===== src/rtl/serial_adder.sv =====
// Bit-serial unsigned adder: streams operand bits LSB first through one full-adder
// cell with a registered carry, producing {cout,sum} = a + b + cin after WIDTH cycles.
module serial_adder #(
    parameter int WIDTH = 8
) (
    input  logic             clk,
    input  logic             rst,
    input  logic             start,
    input  logic [WIDTH-1:0] a,
    input  logic [WIDTH-1:0] b,
    input  logic             cin,
    output logic             busy,
    output logic             done,
    output logic [WIDTH-1:0] sum,
    output logic             cout
);

    localparam int CW = $clog2(WIDTH) + 1;

    typedef enum logic [1:0] {
        IDLE = 2'd0,
        RUN  = 2'd1,
        DONE = 2'd2
    } state_t;

    state_t           state_q;
    logic [WIDTH-1:0] a_sr_q;
    logic [WIDTH-1:0] b_sr_q;
    logic [WIDTH-1:0] res_sr_q;
    logic             carry_q;
    logic [CW-1:0]    cnt_q;
    logic             busy_q;
    logic             done_q;
    logic [WIDTH-1:0] sum_q;
    logic             cout_q;

    logic             fa_s_d;
    logic             fa_c_d;
    logic [WIDTH-1:0] res_sr_d;

    // The single full-adder cell shared by every bit position.
    always_comb begin
        fa_s_d   = a_sr_q[0] ^ b_sr_q[0] ^ carry_q;
        fa_c_d   = (a_sr_q[0] & b_sr_q[0]) | (carry_q & (a_sr_q[0] ^ b_sr_q[0]));
        res_sr_d = {fa_s_d, res_sr_q[WIDTH-1:1]};
    end

    always_ff @(posedge clk or posedge rst) begin
        if (rst) begin
            state_q  <= IDLE;
            a_sr_q   <= '0;
            b_sr_q   <= '0;
            res_sr_q <= '0;
            carry_q  <= 1'b0;
            cnt_q    <= '0;
            busy_q   <= 1'b0;
            done_q   <= 1'b0;
            sum_q    <= '0;
            cout_q   <= 1'b0;
        end else begin
            case (state_q)
                IDLE: begin
                    done_q <= 1'b0;
                    if (start) begin
                        a_sr_q   <= a;
                        b_sr_q   <= b;
                        carry_q  <= cin;
                        res_sr_q <= '0;
                        cnt_q    <= '0;
                        busy_q   <= 1'b1;
                        state_q  <= RUN;
                    end
                end
                RUN: begin
                    a_sr_q   <= a_sr_q >> 1;
                    b_sr_q   <= b_sr_q >> 1;
                    res_sr_q <= res_sr_d;
                    carry_q  <= fa_c_d;
                    cnt_q    <= cnt_q + CW'(1);
                    // Last bit: publish the result including the bit computed this edge.
                    if (cnt_q == CW'(WIDTH - 1)) begin
                        sum_q   <= res_sr_d;
                        cout_q  <= fa_c_d;
                        busy_q  <= 1'b0;
                        done_q  <= 1'b1;
                        state_q <= DONE;
                    end
                end
                DONE: begin
                    done_q  <= 1'b0;
                    state_q <= IDLE;
                end
                default: begin
                    busy_q  <= 1'b0;
                    done_q  <= 1'b0;
                    state_q <= IDLE;
                end
            endcase
        end
    end

    assign busy = busy_q;
    assign done = done_q;
    assign sum  = sum_q;
    assign cout = cout_q;

endmodule


===== config.mk =====
export PLATFORM = sky130hd
export DESIGN_NAME = serial_adder
export DESIGN_NICKNAME = d
export VERILOG_FILES = /design/src/rtl/serial_adder.sv
export SDC_FILE = /design/constraint.sdc
export NUM_CORES = 1
export LEC_CHECK = 0
export ABC_AREA = 0
export CELL_PAD_IN_SITES_DETAIL_PLACEMENT = 1
export CELL_PAD_IN_SITES_GLOBAL_PLACEMENT = 1
export CORE_MARGIN = 5
export CORE_UTILIZATION = 37
export DETAILED_ROUTE_END_ITERATION = 7
export HOLD_SLACK_MARGIN = 0.1
export PLACE_DENSITY = 0.84
export REMOVE_ABC_BUFFERS = 1
export SETUP_SLACK_MARGIN = 0.1
export SLEW_MARGIN = 10
export SYNTH_ARGS = -nofsm -noshare
export SYNTH_HDL_FRONTEND = slang
export SYNTH_SLANG_ARGS = --single-unit
export TNS_END_PERCENT = 20

===== constraint.sdc =====
create_clock -name clk -period 1.6 [get_ports clk]
set_clock_uncertainty 0.05 [all_clocks]
set_input_delay 0.32 -clock clk [delete_from_list [all_inputs] [get_ports clk]]
set_output_delay 0.32 -clock clk [all_outputs]
set_load 0.005 [all_outputs]

==> flow_metrics.env <==
export IMPL_status="finished clean"
export IMPL_start_util_pct=38.5
export IMPL_required_ps=1230
export IMPL_clk_pin_slew_ps=80
export IMPL_r2r_end="sum[2]"
export IMPL_drtPass1Iterations=2
export IMPL_slew_viol_final=0
export IMPL_setup_ws_ps=69.5
export IMPL_ir_drop_mv=0.770
export IMPL_r2r_start="cnt_q[1]"
export IMPL_clk_latency_ps=300
export IMPL_postSynthAreaPerCell_sq_um=11.4
export IMPL_grt_max_degree=42
export IMPL_leakagePower_nw=1.08
export IMPL_crit_family="buffers and inverters"
export IMPL_rr_worst_depth=4
export IMPL_max_freq_ghz=0.653
export IMPL_ios=31
export IMPL_grt_use_total_pct=15.6
export IMPL_grt_remaining_overflow=0
export IMPL_wl_per_cell_microns=16.0
export IMPL_synth_seq_cells=41
export IMPL_final_nets=228
export IMPL_die_area_sq_um=6490
export IMPL_worst_setup_path_type="reg -> out"
export IMPL_syn_inst=162
export IMPL_synth_edf_count=0
export IMPL_relSlewSlack_pct=83.7
export IMPL_setup_viol_count_final=0
export IMPL_synth_ff_type="dfrtp_1"
export IMPL_rows=25
export IMPL_ys_seq_area_share_pct=55.7
export IMPL_multiInputGateArea_sq_um=746
export IMPL_cts_htree_levels=2
export IMPL_die_h_microns=80.6
export IMPL_start_kind="register"
export IMPL_root_buffer="clkbuf_8"
export IMPL_cts_buffer_depth=2
export IMPL_rrSetupSlack_ps=100
export IMPL_register_area_sq_um=1030
export IMPL_route_detailed_drc=0
export IMPL_hold_violations=0
export IMPL_arrival_ps=1160
export IMPL_timing_critical_path_to="sum[4]"
export IMPL_coreArea_sq_um=4790
export IMPL_antenna_found_initial=0
export IMPL_holdWs_ps=333
export IMPL_dp_slack_ps=-62.2
export IMPL_ant_nets=0
export IMPL_synth_top_cell_by_area="dfrtp_1"
export IMPL_tns_ps=0
export IMPL_post_route_min_period_ps=1530
export IMPL_cp_max_fo=2
export IMPL_startpoint="sum[4]"
export IMPL_place_congestion=0.760
export IMPL_power_density_nw_per_um2=1770
export IMPL_dr_first_iter_drc_count=33
export IMPL_min_path_type="in -> async"
export IMPL_wl_microns=4390
export IMPL_maxCapViolations=0
export IMPL_synth_cell_types=28
export IMPL_first_global_vias=1586
export IMPL_fillers=524
export IMPL_crit_path_max_incr_delay_ps=500
export IMPL_cp_cell_sequence="clkdlybuf4s50_1"
export IMPL_dpl_hpwl_microns=3000
export IMPL_port_buffers=30
export IMPL_drive_gt1_share_pct=19.8
export IMPL_worst_slew_pin_slew_ps=244
export IMPL_cts_tree="built"
export IMPL_vias_per_cell=5.13
export IMPL_cp_depth=1
export IMPL_netlist_area_sq_um=1840
export IMPL_end_kind="primary output"
export IMPL_period_share_pct=95.7
export IMPL_path_buf_inv=1
export IMPL_area_delta_synth_final_pct=30.7
export IMPL_clock_sinks=41
export IMPL_async_flop_share_pct=100
export IMPL_yosys_warnings=0
export IMPL_grt_pass1_wl_microns=7710
export IMPL_synth_top_cell_area_share_pct=55.7
export IMPL_vias=1406
export IMPL_die_x_microns=80.6
export IMPL_cts_made_buffers=5
export IMPL_synthTopCellsByArea="dfrtp_1 56%, mux2_4 7.3%, o21ai_0 5.2%"
export IMPL_rsz0062_at_grt="true"
export IMPL_antenna_cells=0
export IMPL_critPathSlowestCell="clkdlybuf4s50_1"
synthesized netlist by cell type, types with 3 or more instances:
cell	number
a21oi_1	10
a22o_1	9
a22oi_1	6
a31oi_1	9
and2_1	9
buf_2	4
clkbuf_1	6
dfrtp_1	41
inv_1	3
mux2_4	9
nand2_1	12
nor2b_1	10
o21ai_0	19
worst min path at each step:
| stage | endpoint | start | slack (ps) | cells past startpoint |
|---|---|---|---|---|
| after CTS | sum[2] | rst | 340 | 3 |
| after global routing | sum[0] | rst | 380 | 3 |
| after floorplan | a_sr_q[1] | a_sr_q[1] | 390 | 2 |
| after detailed placement | b_sr_q[4] | b_sr_q[4] | 410 | 2 |
| final | a_sr_q[2] | rst | 330 | 3 |
| after global placement | a_sr_q[1] | a_sr_q[1] | 410 | 2 |
power by group:
part           internal, mW  total, mW  switching [mW]  leakage [nW]
logic                  1.03       1.81           0.782         0.506
clock network         0.301      0.664           0.363        0.0439
registers              1.48       1.78           0.297         0.533
total                  2.81       4.25            1.44          1.08
final cells by class:
class | instances | area share (%)
Clock buffer | 5 | 2.86
Tap cell | 67 | 3.48
Inverter | 3 | 0.468
Clock inverter | 3 | 0.727
Timing Repair Buffer | 49 | 18.9
Sequential cell | 41 | 42.6
Multi-Input combinational cell | 106 | 31.0
through the flow:
step	area [sq um]	std cells	power [mW]	utilization (%)
2_1_floorplan	1770	149	2.73	-
3_3_place_gp	2270	260	3.42	47.5
3_5_place_dp	2270	260	3.54	47.5
4_1_cts	2400	273	4.29	50.1
5_1_grt	2410	274	4.58	50.3
6_report	2410	274	4.25	50.3
sequential cells by signal, indices dropped and copies added (netlist names):
register / count
a_sr_q: 8
state_q: 2
cout: 1
sum: 8
res_sr_q: 7
cnt_q: 4
busy: 1
b_sr_q: 8
carry_q: 1
done: 1
timing repair:
item	4_1_cts	5_1_grt
endpoints found under the hold margin	0	0
pin swaps	0	1
setup endpoints to repair	20	18
gates cloned	1	0
buffers inserted	4	1
gates resized for setup	4	2
hold buffers	0	0
cells by family (layout without fill, tap and decap cells):
kind of cell | after synthesis | in the layout | synth area share, %
simple gates | 36 | 37 | 10.7
buf+inv | 16 | 60 | 4.55
mux | 11 | 11 | 8.49
fa+ha+maj | 2 | 2 | 1.77
compound gates | 56 | 56 | 18.9
flops | 41 | 41 | 55.7
metal layers:
metal / vias to the layer above / track usage, % / wire length, microns
met3: 9 / 3.59 / 204
li1: 663 / - / -
met1: 704 / 20.2 / 2030
met4: 0 / 4.90 / 65
met5: - / 0 / 0
met2: 30 / 25.7 / 2100
layout by cell type (no fill, tap or decap), types with 3 or more instances in the layout:
master,Yosys,final
clkbuf_8,0,5
o21ai_0,19,19
a31oi_1,9,9
nand2_1,12,12
mux2_4,9,9
clkdlybuf4s50_1,0,27
nor2b_1,10,10
buf_4,0,18
inv_1,3,3
and2_1,9,9
a21oi_1,10,10
a22oi_1,6,6
a22o_1,9,9
dfrtp_1,41,41
Power figures use the tool's default switching activity.
